$ cat src/rtl/rr_pkg.sv
// Shared definitions for the virtual-channel round-robin scheduler.
// Provides the data width, source count, FSM state encoding and the bit
// positions of the destination field inside a data word.
package rr_pkg;

    localparam int unsigned DATA_W   = 10;
    localparam int unsigned NUM_SRC  = 4;
    localparam int unsigned SRC_W    = 2;
    localparam int unsigned DEST_MSB = 9;
    localparam int unsigned DEST_LSB = 8;

    typedef enum logic [1:0] {
        IDLE  = 2'b00,
        SERVE = 2'b01,
        PAUSE = 2'b10
    } state_t;

endpackage : rr_pkg

$ cat src/rtl/rr_priority_pick.sv
// Rotating first-one finder.
// Ports:
//   req     - request vector, bit i set when source i has data
//   ptr     - index where the search starts (wraps modulo NUM_SRC)
//   idx     - first requesting source at or after ptr
//   any_req - at least one request bit is set
module rr_priority_pick
    import rr_pkg::*;
(
    input  logic [NUM_SRC-1:0] req,
    input  logic [SRC_W-1:0]   ptr,
    output logic [SRC_W-1:0]   idx,
    output logic               any_req
);

    logic [SRC_W-1:0] cand;

    // Walk offsets from far to near so the nearest requester wins.
    always_comb begin
        idx     = '0;
        cand    = '0;
        any_req = |req;
        for (int i = int'(NUM_SRC) - 1; i >= 0; i--) begin
            cand = SRC_W'(ptr + SRC_W'(i));
            if (req[cand]) begin
                idx = cand;
            end
        end
    end

endmodule : rr_priority_pick

$ cat src/rtl/rr_scheduler.sv
// Round-robin scheduler for the four source FIFOs of the VC datapath.
// Pops at most one word per cycle from the granted source, forwards it
// registered to the destination demux and lets each grant run for up to
// QUANTUM words before rotating through IDLE.
// Ports:
//   clk, reset         - rising-edge clock, synchronous active-low reset
//   fifo_empty         - per-source empty flags
//   fifo_data_0..3     - head word of each source
//   out_almost_full    - downstream backpressure, blocks pops the same cycle
//   pop                - combinational one-hot-or-zero dequeue strobe
//   data_out/valid_out - registered popped word and its valid flag
//   select             - registered destination field of data_out
//   grant_id           - currently granted source
module rr_scheduler
    import rr_pkg::*;
#(
    parameter int unsigned DATA_W  = rr_pkg::DATA_W,
    parameter int unsigned QUANTUM = 4,
    parameter int unsigned CNT_W   = 3
) (
    input  logic              clk,
    input  logic              reset,
    input  logic [3:0]        fifo_empty,
    input  logic [DATA_W-1:0] fifo_data_0,
    input  logic [DATA_W-1:0] fifo_data_1,
    input  logic [DATA_W-1:0] fifo_data_2,
    input  logic [DATA_W-1:0] fifo_data_3,
    input  logic              out_almost_full,
    output logic [3:0]        pop,
    output logic [DATA_W-1:0] data_out,
    output logic              valid_out,
    output logic [1:0]        select,
    output logic [1:0]        grant_id
);

    localparam logic [CNT_W-1:0] LAST_CNT = CNT_W'(QUANTUM - 1);

    state_t            state;
    logic [SRC_W-1:0]  ptr;
    logic [CNT_W-1:0]  cnt;

    logic [SRC_W-1:0]  pick_idx;
    logic              pick_any;
    logic [DATA_W-1:0] head;
    logic              pop_g;
    logic [SRC_W-1:0]  next_ptr;

    rr_priority_pick u_pick (
        .req     (~fifo_empty),
        .ptr     (ptr),
        .idx     (pick_idx),
        .any_req (pick_any)
    );

    // Head word of the granted source.
    always_comb begin
        head = '0;
        case (grant_id)
            2'd0:    head = fifo_data_0;
            2'd1:    head = fifo_data_1;
            2'd2:    head = fifo_data_2;
            default: head = fifo_data_3;
        endcase
    end

    // Pop strobe is combinational so backpressure blocks the pop this cycle.
    assign pop_g    = reset && (state == SERVE) && !fifo_empty[grant_id] && !out_almost_full;
    assign pop      = pop_g ? (4'b0001 << grant_id) : 4'b0000;
    assign next_ptr = SRC_W'(grant_id + 2'd1);

    // Scheduler FSM with registered outputs.
    always_ff @(posedge clk) begin
        if (!reset) begin
            state     <= IDLE;
            ptr       <= '0;
            cnt       <= '0;
            grant_id  <= '0;
            data_out  <= '0;
            select    <= '0;
            valid_out <= 1'b0;
        end else begin
            valid_out <= 1'b0;
            case (state)
                IDLE: begin
                    if (!out_almost_full && pick_any) begin
                        grant_id <= pick_idx;
                        cnt      <= '0;
                        state    <= SERVE;
                    end
                end
                SERVE: begin
                    if (pop_g) begin
                        data_out  <= head;
                        select    <= head[DEST_MSB:DEST_LSB];
                        valid_out <= 1'b1;
                        cnt       <= CNT_W'(cnt + 1'b1);
                        if (cnt == LAST_CNT) begin
                            ptr   <= next_ptr;
                            state <= IDLE;
                        end
                    end else if (fifo_empty[grant_id]) begin
                        // Source ran dry before its quantum expired.
                        ptr   <= next_ptr;
                        state <= IDLE;
                    end else begin
                        state <= PAUSE;
                    end
                end
                PAUSE: begin
                    if (!out_almost_full) begin
                        state <= SERVE;
                    end
                end
                default: begin
                    state <= IDLE;
                end
            endcase
        end
    end

endmodule : rr_scheduler

$ cat config.mk
export PLATFORM = sky130hd
export DESIGN_NAME = rr_scheduler
export DESIGN_NICKNAME = d
export VERILOG_FILES = /design/src/rtl/rr_pkg.sv /design/src/rtl/rr_priority_pick.sv /design/src/rtl/rr_scheduler.sv
export SDC_FILE = /design/constraint.sdc
export NUM_CORES = 1
export LEC_CHECK = 0
export CORE_ASPECT_RATIO = 1.1
export CORE_MARGIN = 2
export CORE_UTILIZATION = 38
export DETAILED_ROUTE_END_ITERATION = 10
export PLACE_DENSITY = 0.77
export SLEW_MARGIN = 30
export SYNTH_ARGS = -nofsm -noshare
export SYNTH_HDL_FRONTEND = slang
export SYNTH_HIERARCHICAL = 1
export SYNTH_SLANG_ARGS = --single-unit
$ cat constraint.sdc
create_clock -name clk -period 3.25 [get_ports clk]
set_input_delay 0.975 -clock clk [delete_from_list [all_inputs] [get_ports clk]]
set_output_delay 0.975 -clock clk [all_outputs]
set_load 0.01 [all_outputs]
==> results of run 1 <==
==> power by group through the flow <==
stage / logic (uW) / clock network (uW) / registers [uW]
4_1_cts: 160 / 206 / 259
3_3_place_gp: 156 / 0 / 264
5_1_grt: 175 / 221 / 260
2_1_floorplan: 63.5 / 0 / 268
6_report: 160 / 202 / 259
3_5_place_dp: 158 / 0 / 264
==> worst max-delay path: stages <==
cell     delay [ns]
buf_6          0.09
mux4_2         0.50
nor4b_4        0.31
buf_4          0.18
and2_4         0.14
buf_6          0.09
==> layout by cell type, fill, tap and decap left out <==
| master | n |
|---|---|
| a211oi_1 | 1 |
| a211oi_2 | 1 |
| a21oi_1 | 21 |
| a22oi_1 | 10 |
| and2_4 | 4 |
| and3_1 | 1 |
| buf_4 | 11 |
| buf_6 | 8 |
| bufinv_16 | 1 |
| clkbuf_4 | 3 |
| clkdlybuf4s50_1 | 57 |
| dfxtp_1 | 20 |
| ha_1 | 7 |
| inv_1 | 7 |
| inv_2 | 1 |
| mux2i_1 | 7 |
| mux4_2 | 1 |
| nand2_1 | 26 |
| nand2b_1 | 4 |
| nand3_1 | 2 |
| nand3b_1 | 1 |
| nand4b_1 | 2 |
| nor2_1 | 5 |
| nor2b_1 | 12 |
| nor3_1 | 3 |
| nor3b_1 | 1 |
| nor4b_4 | 1 |
| nor4bb_1 | 1 |
| o211ai_1 | 1 |
| o21ai_0 | 11 |
| o21ai_1 | 4 |
==> metal layers <==
layer	share of wire	track usage
met1	0.41	0.227
met2	0.52	0.370
met3	0.057	0.0413
met4	0.013	0.0500
met5	0	0
==> final cells by class <==
class / instances / area (um2)
Tap cell: 36 / 45.0
Multi-Input combinational cell: 127 / 812
Clock buffer: 3 / 22.5
Clock inverter: 1 / 30.0
Fill cell: 292 / 1220
Inverter: 8 / 30.0
Timing Repair Buffer: 76 / 743
Sequential cell: 20 / 400
==> cell families after synthesis <==
group | synth area share
flip-flops | 0.309
adder cells (fa/ha/maj) | 0.0677
AO/OA/AOI/OAI | 0.219
AND/OR/NAND/NOR | 0.262
buffers and inverters | 0.0706
multiplexers | 0.0716
==> worst max-delay path by stage <==
stage / from / endpoint / slack [ns] / cells after the start
2_1_floorplan: fifo_empty[3] / pop[0] / 0.17 / 4
3_5_place_dp: fifo_empty[0] / pop[0] / -0.75 / 5
5_1_grt: fifo_empty[3] / pop[0] / -0.08 / 6
6_report: fifo_empty[3] / pop[0] / -0.02 / 6
4_1_cts: fifo_empty[3] / pop[0] / -0.03 / 6
3_3_place_gp: fifo_empty[0] / pop[1] / -0.70 / 5
==> sequential cells by signal, summed over array words and instances, names as in the netlist <==
register	flops
cnt	3
data_out	10
grant_id	2
ptr	2
state	2
valid_out	1
==> metrics by stage <==
step                utilization  hold WS, ns
global placement          0.602        0.438
floorplan                     -        0.439
detailed placement        0.602        0.452
CTS                       0.618        0.469
global route              0.631        0.491
finish                    0.631        0.462
==> repair_timing <==
item	4_1_cts	5_1_grt
gates resized for setup	36	8
buffers inserted	3	1
endpoints found under the setup margin	4	4
gates cloned	0	0
pin swaps	3	1
hold buffers	0	0
==> metrics, run 1 <==
outcome=finished with violations; failing checks=setup timing; Overall Global Routing Usage=0.199; H-tree lvl count=1; synth warn=6; asr flop ratio synth=0; Max Clock Freq=306 MHz; initial antenna violation count=0; period utilization=1.00; Die Area=0.00389 mm2; CP startpoint kind=input pin; most instantiated cells after synthesis=26 x nand2_1, 21 x a21oi_1, 20 x dfxtp_1; min Tclk post-route=3.27 ns; unrepaired setup endpoints after global routing=yes; Internal=473 uW; slew margin rel.=0.608; setup TNS=-0.0412 ns; dpl ws=-0.750 ns; global route overflow=0; R2R depth=7; GPL Wtd Cong=0.803; largest net degree at the start of global routing=27; reg-to-reg setup timing slack=1.20 ns; fin. max-slew vios=0; Placed Cells=264; clk_skew=0.00368 ns; Initial Util=0.392; Post-Syn Instances=167; Worst R2R Start=grant_id[0]; Syn Nets=221; synthesized area per cell=7.75 um2; # DRC=0; Port Buffers=65; via count=1395; Max VDD drop=0.276 mV; final HPWL from detailed placement=2.84 mm; Ant. Diodes=0; HP Start=data_out[5]; Crit Path Max Fanout=4; EDFF count, synth=0; design area=0.00208 mm2; # IOs=66; final hold viol count=0; Clock Root Buffer=clkbuf_4; Post-Route WL=3.71 mm; power per cell area=298 mW/mm2; clk slew on worst S/H paths=0.12 ns; Post-Syn Area=0.00129 mm2; register area share after synthesis=0.309; count of different cell masters after synthesis=29; Post-layout nets=290; Final setup violation count=3; drt wl/cell=13.7 um; Synth top area share=0.309; Arr. time, crit path=2.29 ns; Worst setup EP type=primary output; vias in the first global route=1378; area grow syn2layout=61.0%; initial DRC count=81; CTS max path bufs=2; Final Power=621 uW; Worst-Skew Late Latency=0.30 ns; Die Y=65.2 um; DP Area=0.00199 mm2; clock sink total=20; row cnt=22; sequential power share=0.417; R2R Path End=cnt[0]; largest cells by area after synthesis=dfxtp_1 31%, a21oi_1 8.1%, nand2_1 7.5%, ha_1 6.8%, a22oi_1 5.8%; first-pass iteration count of the detailed router=4; top cell type by total area after synthesis=dfxtp_1; CTS tree=built; first-pass GRT wire length=6.07 mm; Comb pwr share=0.258; Psw=148 uW; predominant post-synthesis flop cell=dfxtp_1; fin cells=271; Yosys reg bits=20; hold endpoint=data_out[5]; DR vias/cell=5.15; number of max-cap violations=0; Slew @ Worst Pin=0.587 ns; clock power share=0.325; cell count of the worst hold path=2; Hold Crit Class=register to register; Lkg Pwr=0.000835 uW; most common cell in the netlist=nand2_1; share of cells above drive strength 1=0.132; total CTS buffers=3; post-route setup slack=-0.0152 ns; crit path kind=input pin to primary output; sw frac=0.238; Worst Path Required=2.27 ns; Die X=59.6 um; Routed Antenna Nets=0; placeable core area=0.00330 mm2
No activity file was read; power rests on OpenSTA's default activity.
==> inputs of run 2 (changes only) <==
--- a/config.mk
+++ b/config.mk
@@ -9,9 +9,12 @@
 export CORE_MARGIN = 2
 export CORE_UTILIZATION = 38
 export DETAILED_ROUTE_END_ITERATION = 10
+export GPL_ROUTABILITY_DRIVEN = 0
 export PLACE_DENSITY = 0.77
+export RECOVER_POWER = 50
 export SLEW_MARGIN = 30
 export SYNTH_ARGS = -nofsm -noshare
 export SYNTH_HDL_FRONTEND = slang
 export SYNTH_HIERARCHICAL = 1
 export SYNTH_SLANG_ARGS = --single-unit
+export TNS_END_PERCENT = 100
==> run 2 against run 1 <==
  * The flow still finishes with violations (setup timing)
  * Critical path depth did not move
  * Largest cell class unchanged
  * Utilization fell by 0.23 points
  * Clock-buffer cell count did not move
  * Via count rose by 0.14%
  * Setup slack improved by 0.0011 ns
  * Largest power group unchanged
  * Hold slack got worse by 0.0030 ns
==> metrics, run 2 (synthesis gave the netlist of run 1 again) <==
outcome=finished with violations (unchanged); failing checks=setup timing (unchanged); Max Clock Freq=306 MHz (about the same); commonest non-fill, non-tap cells in the layout=45 x clkdlybuf4s50_1, 26 x nand2_1, 21 x a21oi_1 (was 57 x clkdlybuf4s50_1, 26 x nand2_1, 21 x a21oi_1); fin. max-slew vios=0 (unchanged); CP max stage delay=0.50 ns (about the same); Die Y=65.2 um (unchanged); global route overflow=0 (unchanged); final hold viol count=0 (unchanged); CP max stage cell=mux4_2 (unchanged); first-pass iteration count of the detailed router=4 (unchanged); placeable core area=0.00330 mm2 (unchanged); Routed Antenna Nets=0 (unchanged); Die X=59.6 um (unchanged); Slew @ Worst Pin=0.939 ns (was 0.587 ns); HP Start=data_out[5] (unchanged); # DRC=0 (unchanged); fin cells=271 (unchanged); DP Area=0.00199 mm2 (unchanged); Die Area=0.00389 mm2 (unchanged); crit path from=fifo_empty[3] (unchanged); power per cell area=298 mW/mm2 (about the same); commonest non-fill, non-tap cell in the layout=clkdlybuf4s50_1 (unchanged); clk slew on worst S/H paths=0.12 ns (about the same); Arr. time, crit path=2.29 ns (about the same); min Tclk post-route=3.26 ns (was 3.27 ns); Worst R2R Start=grant_id[0] (unchanged); CTS tree=built (unchanged); Placed Cells=264 (unchanged); footprint of the multi-input gates=812 um2 (unchanged); design area=0.00208 mm2 (about the same); crit path cell chain=buf_6 > mux4_2 > nor4b_4 > buf_4 > and2_4 > buf_6 (unchanged); cell mode on critical path=buf_6 (unchanged); # IOs=66 (unchanged); Max VDD drop=0.275 mV (was 0.276 mV); CP startpoint kind=input pin (unchanged); Final setup violation count=3 (unchanged); Ant. Diodes=0 (unchanged); slew margin rel.=0.374 (was 0.608); crit path kind=input pin to primary output (unchanged); Port Buffers=65 (unchanged); Hold Slack=0.459 ns (was 0.462 ns); Clock Root Buffer=clkbuf_4 (unchanged); clk_skew=0.00361 ns (was 0.00368 ns); FF+latch area=400 um2 (unchanged); post-route setup slack=-0.0140 ns (was -0.0152 ns); Worst-Skew Late Latency=0.30 ns (about the same); clock sink total=20 (unchanged); Lkg Pwr=0.000865 uW (was 0.000835 uW); unrepaired setup endpoints after global routing=yes (unchanged); Hold Crit Class=register to register (unchanged); Post-layout nets=290 (unchanged); Final Power=619 uW (was 621 uW); Filler Cell Count=294 (was 292); Initial Util=0.392 (unchanged); initial antenna violation count=0 (unchanged); Crit Path Max Fanout=4 (unchanged); first-pass GRT wire length=6.07 mm (unchanged); number of max-cap violations=0 (unchanged); total CTS buffers=3 (unchanged); vias in the first global route=1378 (unchanged); Worst setup EP type=primary output (unchanged); period utilization=1.00 (about the same); share of cells above drive strength 1=0.123 (was 0.132); drt wl/cell=13.6 um (was 13.7 um); area grow syn2layout=60.4% (was 61.0%); Top Registers=data_out x10, cnt x3 (unchanged); Post-Route WL=3.70 mm (was 3.71 mm); via count=1397 (was 1395); Overall Global Routing Usage=0.199 (unchanged); H-tree lvl count=1 (unchanged); max FFs per register=10 (unchanged); Largest Register=data_out (unchanged); Worst Path Required=2.27 ns (about the same); DR vias/cell=5.15 (about the same); CTS Hold Buffers Added=0 (unchanged); final HPWL from detailed placement=2.84 mm (unchanged); row cnt=22 (unchanged); largest net degree at the start of global routing=27 (unchanged); CTS max path bufs=2 (unchanged); initial DRC count=74 (was 81)
==> run 2: cell count changes in the layout (fill, tap and decap cells not counted), sizes merged <==
cell | before | now
dlygate4sd3 | 0 | 12
clkbuf | 3 | 5
clkdlybuf4s50 | 57 | 45
buf | 19 | 17
==> run 2: where the power goes <==
part	switching [uW]	total, uW	internal [uW]
clock network	77.6	202	125
registers	5.72	259	253
logic	64.5	158	93.4
==> run 2: path summary, 6_finish.rpt <==
kind	end	slack, ns	depth (start not counted)
max reg2reg	cnt[0]	0.69	7
min	data_out[5]	0.46	2
min reg2reg	data_out[5]	0.46	2
max	pop[0]	-0.01	6
==> run 2: timing repair <==
action / in CTS / in global routing
setup endpoints to repair: 4 / 4
setup buffers: 3 / 1
pin swaps: 3 / 1
resized for setup: 36 / 8
==> run 2: worst max-delay path: cells and delay by family <==
kind,cells,cell delay [ns]
AND/OR/NAND/NOR,2,0.45
multiplexers,1,0.50
buffers and inverters,3,0.36
==> run 2: area by class of cell <==
cell class | count | area share
clock buffer | 3 | 0.0108
clock inverter | 1 | 0.0145
inverter | 8 | 0.0145
multi-input combinational | 127 | 0.391
sequential | 20 | 0.193
tap | 36 | 0.0217
timing repair buffer | 76 | 0.354
==> run 2: per-stage QoR <==
| stage | setup slack [ns] | TNS, ns | util |
|---|---|---|---|
| global placement | -0.698 | -2.79 | 0.602 |
| CTS | -0.0263 | -0.0708 | 0.618 |
| finish | -0.0140 | -0.0380 | 0.628 |
| global route | -0.0776 | -0.269 | 0.628 |
| detailed placement | -0.750 | -2.99 | 0.602 |
| floorplan | 0.174 | 0 | - |
==> run 2: metal layers <==
metal,share of wire,GRT usage,routed length [um]
met1,0.41,0.227,1520
met2,0.52,0.370,1910
met3,0.059,0.0413,217
met4,0.014,0.0500,50
met5,0,0,0
==> inputs of run 3 (changes only) <==
--- a/config.mk
+++ b/config.mk
@@ -12,6 +12,7 @@
 export GPL_ROUTABILITY_DRIVEN = 0
 export PLACE_DENSITY = 0.77
 export RECOVER_POWER = 50
+export SKIP_CTS_REPAIR_TIMING = 1
 export SLEW_MARGIN = 30
 export SYNTH_ARGS = -nofsm -noshare
 export SYNTH_HDL_FRONTEND = slang
==> run 3 against run 2 <==
  * The run still ends with setup timing left
  * Via count is 0.21% higher
  * Cell count is 0.74% lower
  * Utilization is 1.1 points lower
  * First-iteration DRC count is 2.7% lower
  * Clock skew is 0.0026 ns lower
  * Cell area is 1.7% lower
  * Critical path type unchanged
  * Clock-buffer cell count stayed put
  * Largest cell class unchanged
  * Sequential cell count stayed put
  * Sequential share of layout area is 0.33 points higher
  * Highest routed layer unchanged
  * Non-clock buffer count is 2 lower
==> metrics, run 3 (synthesis gave the netlist of run 1 again) <==
# IOs=66 (unchanged); setup TNS=-0.172 ns (was -0.0380 ns); largest net degree at the start of global routing=27 (unchanged); clock sink total=20 (unchanged); sw frac=0.242 (was 0.239); # DRC=0 (unchanged); final hold viol count=0 (unchanged); power per cell area=304 mW/mm2 (was 298 mW/mm2); H-tree lvl count=1 (unchanged); min Tclk post-route=3.34 ns (was 3.26 ns); max FFs per register=10 (unchanged); global route overflow=0 (unchanged); area grow syn2layout=57.7% (was 60.4%); Max VDD drop=0.275 mV (about the same); Worst setup EP type=primary output (unchanged); first-pass iteration count of the detailed router=4 (unchanged); Placed Cells=264 (unchanged); Clock Root Buffer=clkbuf_4 (unchanged); Routed Antenna Nets=0 (unchanged); Overall Global Routing Usage=0.195 (was 0.199); Slew @ Worst Pin=0.944 ns (was 0.939 ns); Post-Route WL=3.68 mm (was 3.70 mm); total CTS buffers=3 (unchanged); Port Buffers=65 (unchanged); WL met2=1.85 mm (was 1.91 mm); failing checks=setup timing (unchanged); Final Core Density=0.618 (was 0.628); share of cells above drive strength 1=0.112 (was 0.123); first-pass GRT wire length=5.95 mm (was 6.07 mm); Max Clock Freq=300 MHz (was 306 MHz); CP startpoint kind=input pin (unchanged); R2R depth=5 (was 7); footprint of the multi-input gates=807 um2 (was 812 um2); row cnt=22 (unchanged); Comb pwr share=0.254 (was 0.255); commonest non-fill, non-tap cell in the layout=clkdlybuf4s50_1 (unchanged); period utilization=1.03 (was 1.00); clk slew on worst S/H paths=0.12 ns (about the same); Post-layout nets=288 (was 290); Crit Path Max Fanout=4 (unchanged); final HPWL from detailed placement=2.84 mm (unchanged); clock power share=0.330 (was 0.327); Psw=151 uW (was 148 uW); Hold Slack=0.463 ns (was 0.459 ns); Lkg Pwr=0.000815 uW (was 0.000865 uW); sequential power share=0.417 (was 0.418); DR vias/cell=5.20 (was 5.15); dpl ws=-0.750 ns (unchanged); number of max-cap violations=0 (unchanged); DR top layer=met4 (unchanged); slew margin rel.=0.370 (was 0.374); outcome=finished with violations (unchanged); initial DRC count=72 (was 74); Die X=59.6 um (unchanged); cell count of the worst hold path=2 (unchanged); unrepaired setup endpoints after global routing=yes (unchanged); crit path kind=input pin to primary output (unchanged); met3 WL=227 um (was 217 um); Hold Crit Class=register to register (unchanged); Worst-Skew Late Latency=0.30 ns (about the same); vias in the first global route=1347 (was 1378); placeable core area=0.00330 mm2 (unchanged); Initial Util=0.392 (unchanged); Worst Path Required=2.27 ns (about the same); Die Y=65.2 um (unchanged); FF+latch area=400 um2 (unchanged); post-route setup slack=-0.0863 ns (was -0.0140 ns); Die Area=0.00389 mm2 (unchanged); Internal=471 uW (about the same); fin cells=269 (was 271); Filler Cell Count=297 (was 294); Arr. time, crit path=2.36 ns (was 2.29 ns); Largest Register=data_out (unchanged); commonest non-fill, non-tap cells in the layout=57 x clkdlybuf4s50_1, 26 x nand2_1, 21 x a21oi_1 (was 45 x clkdlybuf4s50_1, 26 x nand2_1, 21 x a21oi_1); fin. max-slew vios=0 (unchanged); drt wl/cell=13.7 um (was 13.6 um); Ant. Diodes=0 (unchanged); Final setup violation count=2 (was 3); clk_skew=0.00101 ns (was 0.00361 ns); via count=1400 (was 1397); CTS tree=built (unchanged); CTS max path bufs=2 (unchanged); met1 wire length=1.55 mm (was 1.52 mm); Top Registers=data_out x10, cnt x3 (unchanged); initial antenna violation count=0 (unchanged)
## run 3: changes by cell type in the layout (fill, tap and decap cells not counted), sizes merged
cell,before,now
buf,17,15
clkdlybuf4s50,45,57
dlygate4sd3,12,0
## run 3: final timing paths
path                                    end  slack (ns)          start
worst max-delay path                 pop[1]       -0.09  fifo_empty[3]
worst min-delay path            data_out[5]        0.46    data_out[5]
worst max register to register       cnt[0]        1.30    grant_id[0]
worst min register to register  data_out[5]        0.46    data_out[5]
## run 3: metrics by stage
step	cell area, um2	power [uW]
global route	2040	654
floorplan	1290	331
CTS	2040	624
finish	2040	621
global placement	1990	420
detailed placement	1990	422
## run 3: cell type report
type / instances / area share
inverter: 8 / 0.0147
clock buffer: 3 / 0.0110
timing repair buffer: 74 / 0.346
clock inverter: 1 / 0.0147
multi-input combinational: 127 / 0.395
tap: 36 / 0.0221
sequential: 20 / 0.196
## run 3: routing by layer
metal,global-route usage,vias to the layer above
met5,0,-
met4,0.0528,0
met2,0.356,49
li1,-,708
met3,0.0413,6
met1,0.225,637
## run 3: power groups by stage
stage	Combinational [uW]	Clock (uW)	Sequential (uW)
floorplan	63.5	0	268
global placement	156	0	264
detailed placement	158	0	264
CTS	159	206	259
global route	172	221	260
finish	158	205	259
## run 3: worst max-delay path, stage by stage
cell and delay (ns):
buf_6 0.09, mux4_2 0.50, nor4b_4 0.39, buf_4 0.18, and2_4 0.13, buf_6 0.09
